<file path="config.mk">
export PLATFORM = sky130hd
export DESIGN_NAME = onedconv_layer_executor_flat
export DESIGN_NICKNAME = d
export VERILOG_FILES = /design/src/rtl/onedconv_layer_executor_if.sv /design/src/rtl/onedconv_layer_executor.sv /design/src/flat_wrapper.sv
export SDC_FILE = /design/constraint.sdc
export NUM_CORES = 1
export LEC_CHECK = 0
export ABC_CLOCK_PERIOD_IN_PS = 4800
export BUFFER_PORTS_ARGS = -buffer_cell sky130_fd_sc_hd__buf_4
export CAP_MARGIN = 5
export CORE_MARGIN = 2
export CORE_UTILIZATION = 46
export CTS_BUF_LIST = sky130_fd_sc_hd__clkbuf_8
export DETAILED_ROUTE_END_ITERATION = 8
export GPL_ROUTABILITY_DRIVEN = 0
export HOLD_SLACK_MARGIN = 0.12
export PLACE_DENSITY = 0.74
export SYNTH_ARGS = -nofsm -noshare
export SYNTH_HDL_FRONTEND = slang
export SYNTH_SLANG_ARGS = --single-unit
</file>
<file path="constraint.sdc">
create_clock -name clk -period 4.8 [get_ports clk]
set_input_delay 0 -clock clk [delete_from_list [all_inputs] [get_ports clk]]
set_output_delay 0 -clock clk [all_outputs]
set_load 0.005 [all_outputs]
</file>
<file path="src/rtl/onedconv_layer_executor_if.sv">
// Handshake bundle between the 1D-conv scheduler/engine/writer side (master)
// and the layer executor (slave).
interface onedconv_layer_executor_if #(
  parameter int TILE_W = 5
) ();
  logic              start;
  logic [3:0]        layer_id;
  logic              engine_done;
  logic              drain_ack;
  logic              tile_start;
  logic [TILE_W-1:0] tile_idx;
  logic              drain_req;
  logic              busy;
  logic [3:0]        active_layer;
  logic              layer_complete;
  logic              err_invalid;
  logic              err_timeout;

  modport master (
    output start, layer_id, engine_done, drain_ack,
    input  tile_start, tile_idx, drain_req, busy, active_layer,
           layer_complete, err_invalid, err_timeout
  );

  modport slave (
    input  start, layer_id, engine_done, drain_ack,
    output tile_start, tile_idx, drain_req, busy, active_layer,
           layer_complete, err_invalid, err_timeout
  );
endinterface

</file>
<file path="src/rtl/onedconv_layer_executor.sv">
// 1D-conv layer executor: walks a layer's hardcoded tiles (start/engine/drain).
// Optional watchdog compiled in with `define ONEDCONV_EXEC_WATCHDOG_EN.
module onedconv_layer_executor #(
  parameter int TILE_W     = 5,
  parameter int NUM_LAYERS = 9,
  parameter int WDT_CYCLES = 4096
) (
  input  logic                        clk,
  input  logic                        rst_n,
  onedconv_layer_executor_if.slave    bus
);

  typedef enum logic [2:0] {
    S_IDLE,
    S_TILE_START,
    S_TILE_WAIT,
    S_DRAIN,
    S_NEXT,
    S_DONE
  } state_e;

  if (WDT_CYCLES < 1 || NUM_LAYERS > 16) begin : g_bad_cfg
    $error("onedconv_layer_executor: WDT_CYCLES must be >= 1 and NUM_LAYERS <= 16");
  end

  function automatic logic [TILE_W-1:0] tiles_for(input logic [3:0] id);
    logic [TILE_W-1:0] n;
    case (id)
      4'd0, 4'd1, 4'd7: n = TILE_W'(4);
      4'd2, 4'd3, 4'd6: n = TILE_W'(8);
      4'd4, 4'd5:       n = TILE_W'(16);
      default:          n = TILE_W'(2);
    endcase
    return n;
  endfunction

  state_e            state_q, state_d;
  logic [TILE_W-1:0] tile_idx_q, tile_idx_d;
  logic [TILE_W-1:0] tiles_total_q, tiles_total_d;
  logic [3:0]        active_layer_q, active_layer_d;
  logic              tile_start_q, tile_start_d;
  logic              drain_req_q, drain_req_d;
  logic              busy_q, busy_d;
  logic              layer_complete_q, layer_complete_d;
  logic              err_invalid_q, err_invalid_d;
  logic              layer_valid;

`ifdef ONEDCONV_EXEC_WATCHDOG_EN
  localparam int unsigned WDT_W = (WDT_CYCLES > 1) ? $clog2(WDT_CYCLES) : 1;
  logic [WDT_W-1:0] wdt_cnt_q, wdt_cnt_d;
  logic             err_timeout_q, err_timeout_d;
`endif

  assign layer_valid = (int'(bus.layer_id) < NUM_LAYERS);

  always_comb begin
    state_d        = state_q;
    tile_idx_d     = tile_idx_q;
    tiles_total_d  = tiles_total_q;
    active_layer_d = active_layer_q;
    err_invalid_d  = 1'b0;
`ifdef ONEDCONV_EXEC_WATCHDOG_EN
    err_timeout_d  = err_timeout_q;
    wdt_cnt_d      = wdt_cnt_q;
`endif

    case (state_q)
      S_IDLE: begin
        if (bus.start) begin
          if (layer_valid) begin
            active_layer_d = bus.layer_id;
            tiles_total_d  = tiles_for(bus.layer_id);
            tile_idx_d     = '0;
            state_d        = S_TILE_START;
`ifdef ONEDCONV_EXEC_WATCHDOG_EN
            err_timeout_d  = 1'b0;
`endif
          end else begin
            err_invalid_d = 1'b1;
          end
        end
      end
      S_TILE_START: state_d = S_TILE_WAIT;
      S_TILE_WAIT:  if (bus.engine_done) state_d = S_DRAIN;
      S_DRAIN:      if (bus.drain_ack) state_d = S_NEXT;
      S_NEXT: begin
        if (tile_idx_q == tiles_total_q - TILE_W'(1)) begin
          state_d = S_DONE;
        end else begin
          tile_idx_d = tile_idx_q + TILE_W'(1);
          state_d    = S_TILE_START;
        end
      end
      S_DONE:  state_d = S_IDLE;
      default: state_d = S_IDLE;
    endcase

`ifdef ONEDCONV_EXEC_WATCHDOG_EN
    // Counter restarts on every state change, so entering TILE_WAIT or DRAIN
    // sees zero; a stalled wait aborts to IDLE on its WDT_CYCLES-th cycle.
    if (state_d != state_q) begin
      wdt_cnt_d = '0;
    end else if (state_q == S_TILE_WAIT || state_q == S_DRAIN) begin
      if (wdt_cnt_q == WDT_W'(WDT_CYCLES - 1)) begin
        wdt_cnt_d     = '0;
        err_timeout_d = 1'b1;
        state_d       = S_IDLE;
      end else begin
        wdt_cnt_d = wdt_cnt_q + WDT_W'(1);
      end
    end
`endif

    // Outputs decoded from the next state so the registered copies track state_q.
    tile_start_d     = (state_d == S_TILE_START);
    drain_req_d      = (state_d == S_DRAIN);
    busy_d           = (state_d != S_IDLE);
    layer_complete_d = (state_d == S_DONE);
  end

  always_ff @(posedge clk or negedge rst_n) begin
    if (!rst_n) begin
      state_q          <= S_IDLE;
      tile_idx_q       <= '0;
      tiles_total_q    <= '0;
      active_layer_q   <= '0;
      tile_start_q     <= 1'b0;
      drain_req_q      <= 1'b0;
      busy_q           <= 1'b0;
      layer_complete_q <= 1'b0;
      err_invalid_q    <= 1'b0;
`ifdef ONEDCONV_EXEC_WATCHDOG_EN
      wdt_cnt_q        <= '0;
      err_timeout_q    <= 1'b0;
`endif
    end else begin
      state_q          <= state_d;
      tile_idx_q       <= tile_idx_d;
      tiles_total_q    <= tiles_total_d;
      active_layer_q   <= active_layer_d;
      tile_start_q     <= tile_start_d;
      drain_req_q      <= drain_req_d;
      busy_q           <= busy_d;
      layer_complete_q <= layer_complete_d;
      err_invalid_q    <= err_invalid_d;
`ifdef ONEDCONV_EXEC_WATCHDOG_EN
      wdt_cnt_q        <= wdt_cnt_d;
      err_timeout_q    <= err_timeout_d;
`endif
    end
  end

  assign bus.tile_start     = tile_start_q;
  assign bus.tile_idx       = tile_idx_q;
  assign bus.drain_req      = drain_req_q;
  assign bus.busy           = busy_q;
  assign bus.active_layer   = active_layer_q;
  assign bus.layer_complete = layer_complete_q;
  assign bus.err_invalid    = err_invalid_q;
`ifdef ONEDCONV_EXEC_WATCHDOG_EN
  assign bus.err_timeout    = err_timeout_q;
`else
  assign bus.err_timeout    = 1'b0;
`endif

endmodule

</file>
<file path="src/flat_wrapper.sv">
// flat-port wrapper written by rule: the top's interface ports become plain ports
module onedconv_layer_executor_flat 
#(
  parameter int TILE_W     = 5,
  parameter int NUM_LAYERS = 9,
  parameter int WDT_CYCLES = 4096
)
  (clk, rst_n, bus_start, bus_layer_id, bus_engine_done, bus_drain_ack, bus_tile_start, bus_tile_idx, bus_drain_req, bus_busy, bus_active_layer, bus_layer_complete, bus_err_invalid, bus_err_timeout);
  onedconv_layer_executor_if #(.TILE_W(TILE_W)) bus_i ();
  input  logic clk;
  input  logic rst_n;
  input wire logic [$bits(bus_i.start)-1:0] bus_start;
  input wire logic [$bits(bus_i.layer_id)-1:0] bus_layer_id;
  input wire logic [$bits(bus_i.engine_done)-1:0] bus_engine_done;
  input wire logic [$bits(bus_i.drain_ack)-1:0] bus_drain_ack;
  output wire logic [$bits(bus_i.tile_start)-1:0] bus_tile_start;
  output wire logic [$bits(bus_i.tile_idx)-1:0] bus_tile_idx;
  output wire logic [$bits(bus_i.drain_req)-1:0] bus_drain_req;
  output wire logic [$bits(bus_i.busy)-1:0] bus_busy;
  output wire logic [$bits(bus_i.active_layer)-1:0] bus_active_layer;
  output wire logic [$bits(bus_i.layer_complete)-1:0] bus_layer_complete;
  output wire logic [$bits(bus_i.err_invalid)-1:0] bus_err_invalid;
  output wire logic [$bits(bus_i.err_timeout)-1:0] bus_err_timeout;
  assign bus_i.start = bus_start;
  assign bus_i.layer_id = bus_layer_id;
  assign bus_i.engine_done = bus_engine_done;
  assign bus_i.drain_ack = bus_drain_ack;
  assign bus_tile_start = bus_i.tile_start;
  assign bus_tile_idx = bus_i.tile_idx;
  assign bus_drain_req = bus_i.drain_req;
  assign bus_busy = bus_i.busy;
  assign bus_active_layer = bus_i.active_layer;
  assign bus_layer_complete = bus_i.layer_complete;
  assign bus_err_invalid = bus_i.err_invalid;
  assign bus_err_timeout = bus_i.err_timeout;
  onedconv_layer_executor #(.TILE_W(TILE_W), .NUM_LAYERS(NUM_LAYERS), .WDT_CYCLES(WDT_CYCLES)) u_core (.clk(clk), .rst_n(rst_n), .bus(bus_i));
endmodule
</file>
### Word-level counts from Yosys, hierarchy flattened

Memory sizes are Yosys's and may differ from the RTL's.
Index checks and enable logic that the tools add are counted.

* output and inout bits: 15
* memory bits (writable): 0
* bits in latches: 0
* memory bits (read-only): 24
* word-level logic and storage cells: 43
* input bits: 9
* memories kept: 1
* register bits: 22

* $mul: 0
* reductions and logical operators: 5
* shifts and indexed selects: 0
* order comparisons: 1
* bitwise gates (word level): 0
* eq/ne operators: 11
* muxes and demuxes: 14
* add/sub/neg operators: 2
* divide/modulo/power cells: 0

Memories
* (no name shown): words 8, bits a word 3, rd ports 1, clocked after Yosys merged registers in 0, wr ports 0, line onedconv_layer_executor.sv:28 `case (id)`

Operators with widths (count)
* $mux 5: 4
* $mux 3: 5
* $pmux 3 s5: 1
* $pmux 5 s2: 1
* $eq 3x2->1 const B: 3
* $eq 3x1->1 const B: 2
* $eq 3x3->1 const B: 2
* $add 5x1->5 const B: 1
* $eq 5x5->1: 1
* $sub 5x1->5 const B: 1
* $lt 4x4->1 const B: 1
* $ne 2x2->1 const B: 2
* $reduce_and 4->1: 1
* $logic_not 3->1: 1
* $mux 1: 3
* $reduce_and 3->1: 1
* $reduce_bool 3->1: 1
* $ne 2x1->1 const B: 1
* $reduce_bool 2->1: 1

### Depth between registers and ports, before layout

Gate-level depths: netlist (run 1).

* word-level depth: 5
* mapped depth: 7
* depth with buffers taken out: 7

### Worst setup path after synthesis (run 1)

Ideal clock, no wire load.

* path type: flip-flop to flip-flop
* start point: reg u_core.tiles_total_q[1]
* end point: reg u_core.tile_idx_q[3], in the netlist u_core.bus.tile_idx[3]
* cell stages (with the launch flop): 8
* setup slack: 3.088 ns
* arrival: 1.633 ns
* period minus slack after synthesis: 1.712 ns
* path buffers: 0
* data required time: 4.721 ns
* setup time: 0.079 ns
* cell sequence: dfrtp_1 inv_1 ha_1 xor2_1 nand4_1 o31a_2 nand4_1 mux2i_1

* longest elaborated chain between the ends: 4

RTL lines
* start, declared: line onedconv_layer_executor.sv:39 `logic [TILE_W-1:0] tiles_total_q, tiles_total_d;`
* start signal, assigned: line onedconv_layer_executor.sv:139 `tiles_total_q <= tiles_total_d;`
* $sub 5x1->5: line onedconv_layer_executor.sv:87 `if (tile_idx_q == tiles_total_q - TILE_W'(1)) begin`
* $eq 5x5->1: line onedconv_layer_executor.sv:87
* $ne 2x2->1 (no source line)
* $reduce_and 4->1 (no source line)
* end signal, assigned: line onedconv_layer_executor.sv:138 `tile_idx_q <= tile_idx_d;`
* end, declared: line onedconv_layer_executor.sv:38 `logic [TILE_W-1:0] tile_idx_q, tile_idx_d;`

No other way between the ends.
A chain may end at the register's enable or synchronous reset.

### Worst setup path in the final report (run 1)

* start point: reg u_core.state_q[0]
* end point: reg u_core.tiles_total_q[4]

* longest elaborated chain between the ends: 2

RTL lines
* start, declared: line onedconv_layer_executor.sv:37 `state_e state_q, state_d;`
* start signal, assigned: line onedconv_layer_executor.sv:137 `state_q <= state_d;`
* $logic_not 3->1: line onedconv_layer_executor.sv:67 `case (state_q)`
* $reduce_and 3->1 (no source line)

No other way between the ends.

==> results.json, run 1 <==
{
  "status": "finished clean",
  "clockBufferDepth": 2,
  "grt_max_degree": 21,
  "via_per_inst": 4.99,
  "core_area_um2": 2150,
  "vias": 758,
  "layout_common_cells": "22 x buf_4, 20 x dfrtp_1, 9 x dlygate4sd3_1, 8 x nand2_1, 7 x inv_1",
  "yosysTopAreaCell": "dfrtp_1",
  "tns_ns": 0,
  "power.total_w": 0.000726,
  "io_buffers": 22,
  "slowest_stage": "dlygate4sd3_1",
  "syn_inst": 92,
  "ant_nets": 0,
  "vdd_ir_drop_max_mv": 0.251,
  "drt-wirelength-per-cell_um": 12.3,
  "placed_cell_area_um2": 1190,
  "clk_pin_slew_ns": 0.07,
  "setup_viol": 0,
  "ys_seq_elements": 20,
  "start_util_pct": 47.3,
  "rsz0062_at_grt": "false",
  "syn_area_um2": 1020,
  "cts_tree": "done",
  "power.leakage_nw": 0.682,
  "maxCapViolCount": 0,
  "crit_fanout": 14,
  "die_area_um2": 2600,
  "die_width_um": 51.0,
  "grt_pass1_wl_mm": 3.35,
  "setup.worst_path.end_class": "flop",
  "syn-num-nets": 103,
  "hpwlAfterDp_mm": 1.30,
  "post-route-period-util_pct": 44.2,
  "gr-total-overflow": 0,
  "antenna_found_initial": 0,
  "seq_area_frac_synth_pct": 49.3,
  "post-cts-setup-buffer-count": 0,
  "fillCellCount": 178,
  "hold_violations": 0,
  "yosys_warnings": 0,
  "first_iter_violations": 2,
  "finClkSkew_ns": 0.00345,
  "nets": 136,
  "fin_crit_ns": 2.12,
  "powerDensity_nw_per_um2": 537,
  "drive_gt1_share_pct": 31.5,
  "worstPathRequired_ns": 5.00,
  "ioPinCount": 24,
  "synth_edf_count": 0,
  "cts-root-buf": "clkbuf_8",
  "design_area_um2": 1350,
  "rows": 17,
  "synth.distinct_cells": 37,
  "h-tree-depth": 1,
  "cts.sinks": 20,
  "crit_chain": "or4b_4 -> nand2b_4 -> o41ai_2 -> dlygate4sd3_1",
  "grt_use_total_pct": 17.6,
  "syn_avg_cell_area_um2": 11.0,
  "ys_async_sr_fraction_pct": 100,
  "critPathLaunchType": "flop",
  "drc": 0,
  "first_global_vias": 728,
  "numCtsBuffers": 3,
  "dr.pass1.iters": 2,
  "critical-path-max-stage-delay_ns": 0.58,
  "slew_violations": 0,
  "worstSetupPathType": "flop to flop",
  "fmax_mhz": 471,
  "min_path_type": "input pin to flop",
  "totalWireLength_mm": 1.87,
  "area_delta_synth_final_pct": 33.0,
  "die_h_um": 51.0,
  "worstPathArrival_ns": 2.32,
  "diodes": 0,
  "worstSkewPairLatency_ns": 0.26,
  "layout_commonest_cell": "buf_4",
  "yosys_most_used_dff": "dfrtp_1",
  "synth.area.top_cells": "dfrtp_1 49%, xnor2_1 3.4%, mux2i_1 3.0%, nand2_1 3.0%, inv_1 2.6%",
  "synth.top_cell.area_share_pct": 49.3
}
final timing paths:
| kind | from | to | depth (start not counted) | slack [ns] |
|---|---|---|---|---|
| worst max-delay path | u_core.state_q[0] | u_core.tiles_total_q[4] | 4 | 2.68 |
| worst min-delay path | bus_engine_done | u_core.bus.drain_req | 4 | 0.13 |
| worst max register to register | u_core.state_q[0] | u_core.tiles_total_q[4] | 4 | 2.68 |
| worst min register to register | u_core.bus.active_layer[2] | u_core.bus.active_layer[2] | 2 | 0.51 |
| max in group asynchronous | rst_n | u_core.tiles_total_q[2] | 2 | 4.45 |
| min in group asynchronous | rst_n | u_core.bus.drain_req | 2 | 0.15 |
Yosys cell counts (all sizes together) (2+ instances only):
cell type and instances:
dfrtp 20, nand2 8, inv 7, nor2 5
xnor2 4, a21oi 3, buf 3, mux2 3
mux2i 3, nand3 3, nand4 3, nor3 3
o21ai 3, ha 2, or2b 2, xor2 2
layout make-up:
cell class / instances / area [um^2] / area share, %
sequential: 20 / 500 / 37.0
multi-input combinational: 62 / 463 / 34.3
timing repair buffer: 31 / 255 / 18.9
clock buffer: 3 / 41.3 / 3.06
tap: 28 / 35.0 / 2.59
clock inverter: 1 / 30.0 / 2.22
inverter: 7 / 26.3 / 1.94
power by group:
| part | switching, W | internal [W] |
|---|---|---|
| registers | 0.0000606 | 0.000229 |
| clock network | 0.0000553 | 0.000111 |
| logic | 0.000109 | 0.000161 |
| total | 0.000225 | 0.000501 |
repair_timing:
item / CTS / global route
endpoints found under the hold margin: 31 / 0
resized for setup: 0 / 0
hold buffers: 9 / 0
worst max-delay path: cells and delay by family (launching register included):
kind / cells / cell delay (ns)
and+or+nand+nor: 2 / 0.80
buffers and inverters: 1 / 0.58
DFF: 1 / 0.46
AOI/OAI and AO/OA: 1 / 0.22
kinds of logic after synthesis:
group                      Yosys count  share of synthesized area, %
other                                1                         0.369
buffers and inverters               10                          5.17
DFF                                 20                          49.3
xor gates and xnor gates             6                          5.17
and+or+nand+nor                     33                          19.1
AOI/OAI and AO/OA                   14                          11.8
muxes                                6                          6.65
adders and majority gates            2                          2.46
metal layers:
layer	routed length, um	global-route usage (%)	vias up	share of wire (%)
met1	854	23.9	354	46
met4	31	9.46	0	1.7
li1	-	-	382	-
met3	82	3.51	4	4.4
met2	896	26.4	18	48
met5	0	0	-	0
state kept, by name, summed over array words and instances (netlist names):
register / count
u_core.bus.active_layer: 3
u_core.bus.busy: 1
u_core.bus.drain_req: 1
u_core.bus.err_invalid: 1
u_core.bus.layer_complete: 1
u_core.bus.tile_idx: 5
u_core.bus.tile_start: 1
u_core.state_q: 3
u_core.tiles_total_q: 4
metrics by stage:
step	utilization, %	worst slack, ns	cells	hold slack [ns]
4_1_cts	62.9	2.66	152	0.121
3_3_place_gp	55.4	3.04	139	-0.107
2_1_floorplan	-	3.09	92	-0.296
6_report	62.9	2.68	152	0.128
5_1_grt	62.9	2.59	152	0.163
3_5_place_dp	55.4	2.97	139	-0.107
Power figures use the tool's default switching activity.
==> run 2: changes to the inputs <==
--- a/config.mk
+++ b/config.mk
@@ -5,7 +5,8 @@
 export SDC_FILE = /design/constraint.sdc
 export NUM_CORES = 1
 export LEC_CHECK = 0
-export ABC_CLOCK_PERIOD_IN_PS = 4800
+export ABC_AREA = 1
+export ABC_CLOCK_PERIOD_IN_PS = 1700
 export BUFFER_PORTS_ARGS = -buffer_cell sky130_fd_sc_hd__buf_4
 export CAP_MARGIN = 5
 export CORE_MARGIN = 2
@@ -14,7 +15,7 @@
 export DETAILED_ROUTE_END_ITERATION = 8
 export GPL_ROUTABILITY_DRIVEN = 0
 export HOLD_SLACK_MARGIN = 0.12
-export PLACE_DENSITY = 0.74
+export PLACE_DENSITY = 0.76
 export SYNTH_ARGS = -nofsm -noshare
 export SYNTH_HDL_FRONTEND = slang
 export SYNTH_SLANG_ARGS = --single-unit
==> constraint.sdc (replaced) <==
create_clock -name clk -period 1.7 [get_ports clk]
set_input_delay 0 -clock clk [delete_from_list [all_inputs] [get_ports clk]]
set_output_delay 0 -clock clk [all_outputs]
set_load 0.005 [all_outputs]
==> results.json, run 2 <==
{
  "gr-total-overflow": 0,
  "first_iter_violations": 19,
  "io_buffers": 22,
  "cts.sinks": 20,
  "met1_usage_pct": 24.0,
  "yosysTopAreaCell": "dfrtp_1",
  "synth_common_cells": "36 x nand2_1, 24 x inv_1, 20 x dfrtp_1",
  "layout_commonest_cell": "nand2_1",
  "diodes": 0,
  "hold_violations": 0,
  "cts_tree": "done",
  "ys_seq_elements": 20,
  "crit_top_cell": "nand2_1",
  "fmax_mhz": 639,
  "drive_gt1_share_pct": 21.2,
  "fin_crit_ns": 1.56,
  "ioPinCount": 24,
  "area_delta_synth_final_pct": 31.8,
  "synth.distinct_cells": 22,
  "top_usage_layer": "met2",
  "first_global_vias": 893,
  "totalWireLength_mm": 2.17,
  "rows": 17,
  "synth.area.top_cells": "dfrtp_1 47%, nand2_1 13%, inv_1 8.4%, nand3_1 7.5%, o21ai_0 2.8%",
  "syn_area_um2": 1070,
  "min_path_type": "input pin to asynchronous set/reset pin",
  "seq_area_frac_synth_pct": 46.8,
  "nets": 182,
  "hpwlAfterDp_mm": 1.61,
  "dr.pass1.iters": 4,
  "drc": 0,
  "core_area_um2": 2210,
  "holdWs_ns": 0.164,
  "antenna_found_initial": 0,
  "worstSetupPathType": "flop to flop",
  "yosys_warnings": 0,
  "clockBufferDepth": 2,
  "grt_max_degree": 21,
  "die_width_um": 52.2,
  "slowest_stage": "dfrtp_1",
  "critPathLaunchType": "flop",
  "drt-wirelength-per-cell_um": 11.0,
  "crit_chain": "inv_2 -> ha_1 -> a21oi_1 -> nand2_2 -> nor2_4 -> nand3_4 -> nand2_4 -> nand2_1 -> nand2_1",
  "fillCellCount": 197,
  "power.leakage_nw": 0.775,
  "layout_common_cells": "36 x nand2_1, 24 x inv_1, 22 x buf_4, 20 x dfrtp_1, 16 x nand3_1",
  "syn_inst": 136,
  "grtUsageMet3_pct": 2.86,
  "ys_async_sr_fraction_pct": 100,
  "ant_nets": 0,
  "die_area_um2": 2730,
  "status": "finished clean",
  "die_h_um": 52.2,
  "post-route-period-util_pct": 92.0,
  "worstPathRequired_ns": 1.89,
  "h-tree-depth": 1,
  "crit_fanout": 8,
  "grt_use_total_pct": 18.3,
  "start_util_pct": 48.4,
  "vias": 974,
  "worstSkewPairLatency_ns": 0.25,
  "cts_resized": 0,
  "slew_violations": 0,
  "gr-usage-met2_pct": 30.4,
  "largest_reg_flops": 5,
  "worstPathArrival_ns": 1.75,
  "finalWorstSetupSlack_ns": 0.136,
  "synth.top_cell.area_share_pct": 46.8,
  "yosysMostFrequentCell": "nand2_1",
  "dpl_worst_slack_ns": 0.161,
  "grt_pass1_wl_mm": 3.71,
  "yosys_most_used_dff": "dfrtp_1",
  "maxCapViolCount": 0,
  "clk_pin_slew_ns": 0.07,
  "tns_ns": 0,
  "powerDensity_nw_per_um2": 1370,
  "vdd_ir_drop_max_mv": 0.950,
  "setup_viol": 0,
  "syn-num-nets": 147,
  "via_per_inst": 4.92,
  "rsz0062_at_grt": "false",
  "post-cts-setup-buffer-count": 0,
  "synth_edf_count": 0,
  "finClkSkew_ns": 0.00497,
  "setup.worst_path.end_class": "flop",
  "numCtsBuffers": 3,
  "cts-root-buf": "clkbuf_8",
  "critical-path-max-stage-delay_ns": 0.41,
  "syn_avg_cell_area_um2": 7.87
}
-- run 2: cell types whose count changed after synthesis, moves of 2 or more --
cell / previous run / this run
nand2_1: 8 / 36
inv_1: 7 / 24
nand3_1: 3 / 16
o21ai_0: 2 / 6
mux2i_1: 3 / 0
nor2_1: 5 / 8
xnor2_1: 4 / 1
mux2_2: 2 / 0
nand2_2: 0 / 2
nand2_4: 0 / 2
nand4_1: 3 / 1
nor2_4: 0 / 2
o22ai_1: 0 / 2
or2b_1: 2 / 0
-- run 2: stage by stage --
step | utilization, % | std cells | area, um^2 | total power (W)
finish | 63.7 | 198 | 1410 | 0.00194
global route | 63.7 | 198 | 1410 | 0.00210
CTS | 63.7 | 198 | 1410 | 0.00195
detailed placement | 56.7 | 184 | 1250 | 0.00157
global placement | 56.7 | 184 | 1250 | 0.00152
floorplan | - | 136 | 1070 | 0.00128
-- run 2: logic make-up after synthesis --
kind of cell | share of synthesized area, %
xor+xnor | 2.46
other cells | 0.351
simple gates | 32.5
buf+inv | 10.6
flops | 46.8
fa+ha+maj | 2.34
compound gates | 4.91
-- run 2: critical path, delay by kind of cell (launching register included) --
family | cells | cell delay (ns)
buffers and inverters | 1 | 0.07
AND/OR/NAND/NOR | 6 | 0.53
adder cells (fa/ha/maj) | 1 | 0.30
AO/OA/AOI/OAI | 1 | 0.18
flip-flops | 1 | 0.41
-- run 2: what timing repair did --
action	in CTS	in global routing
endpoints found under the hold margin	29	0
hold buffers	10	0
setup endpoints to repair	0	0
-- run 2: final timing paths --
check	start	endpoint	slack [ns]	depth (start not counted)
hold / removal	rst_n	u_core.bus.err_invalid	0.16	2
setup / recovery	u_core.tiles_total_q[1]	u_core.bus.tile_idx[1]	0.14	9
max in group asynchronous	rst_n	u_core.state_q[1]	1.33	2
setup reg to reg	u_core.tiles_total_q[1]	u_core.bus.tile_idx[1]	0.14	9
hold reg to reg	u_core.bus.active_layer[1]	u_core.bus.active_layer[1]	0.49	2
min in group clk	u_core.bus.active_layer[1]	u_core.bus.active_layer[1]	0.49	2
-- run 2: cell type report --
type                            instances  area, um^2  area share [%]
Inverter                               26        98.8            7.01
Clock buffer                            4        55.1            3.90
Tap cell                               28        35.0            2.48
Sequential cell                        20         500            35.5
Timing Repair Buffer                   32         265            18.8
Multi-Input combinational cell         88         455            32.3
-- run 2: layer usage --
layer,part of all wire (%),up-vias
met5,0,-
met4,0.74,0
met3,2.6,2
met2,51,14
met1,46,471
li1,-,487
-- run 2: power breakdown --
group / internal, W / switching (W) / total, W
Sequential: 0.000633 / 0.000135 / 0.000768
Combinational: 0.000365 / 0.000458 / 0.000823
Clock: 0.000205 / 0.000140 / 0.000346
Total: 0.00120 / 0.000733 / 0.00194
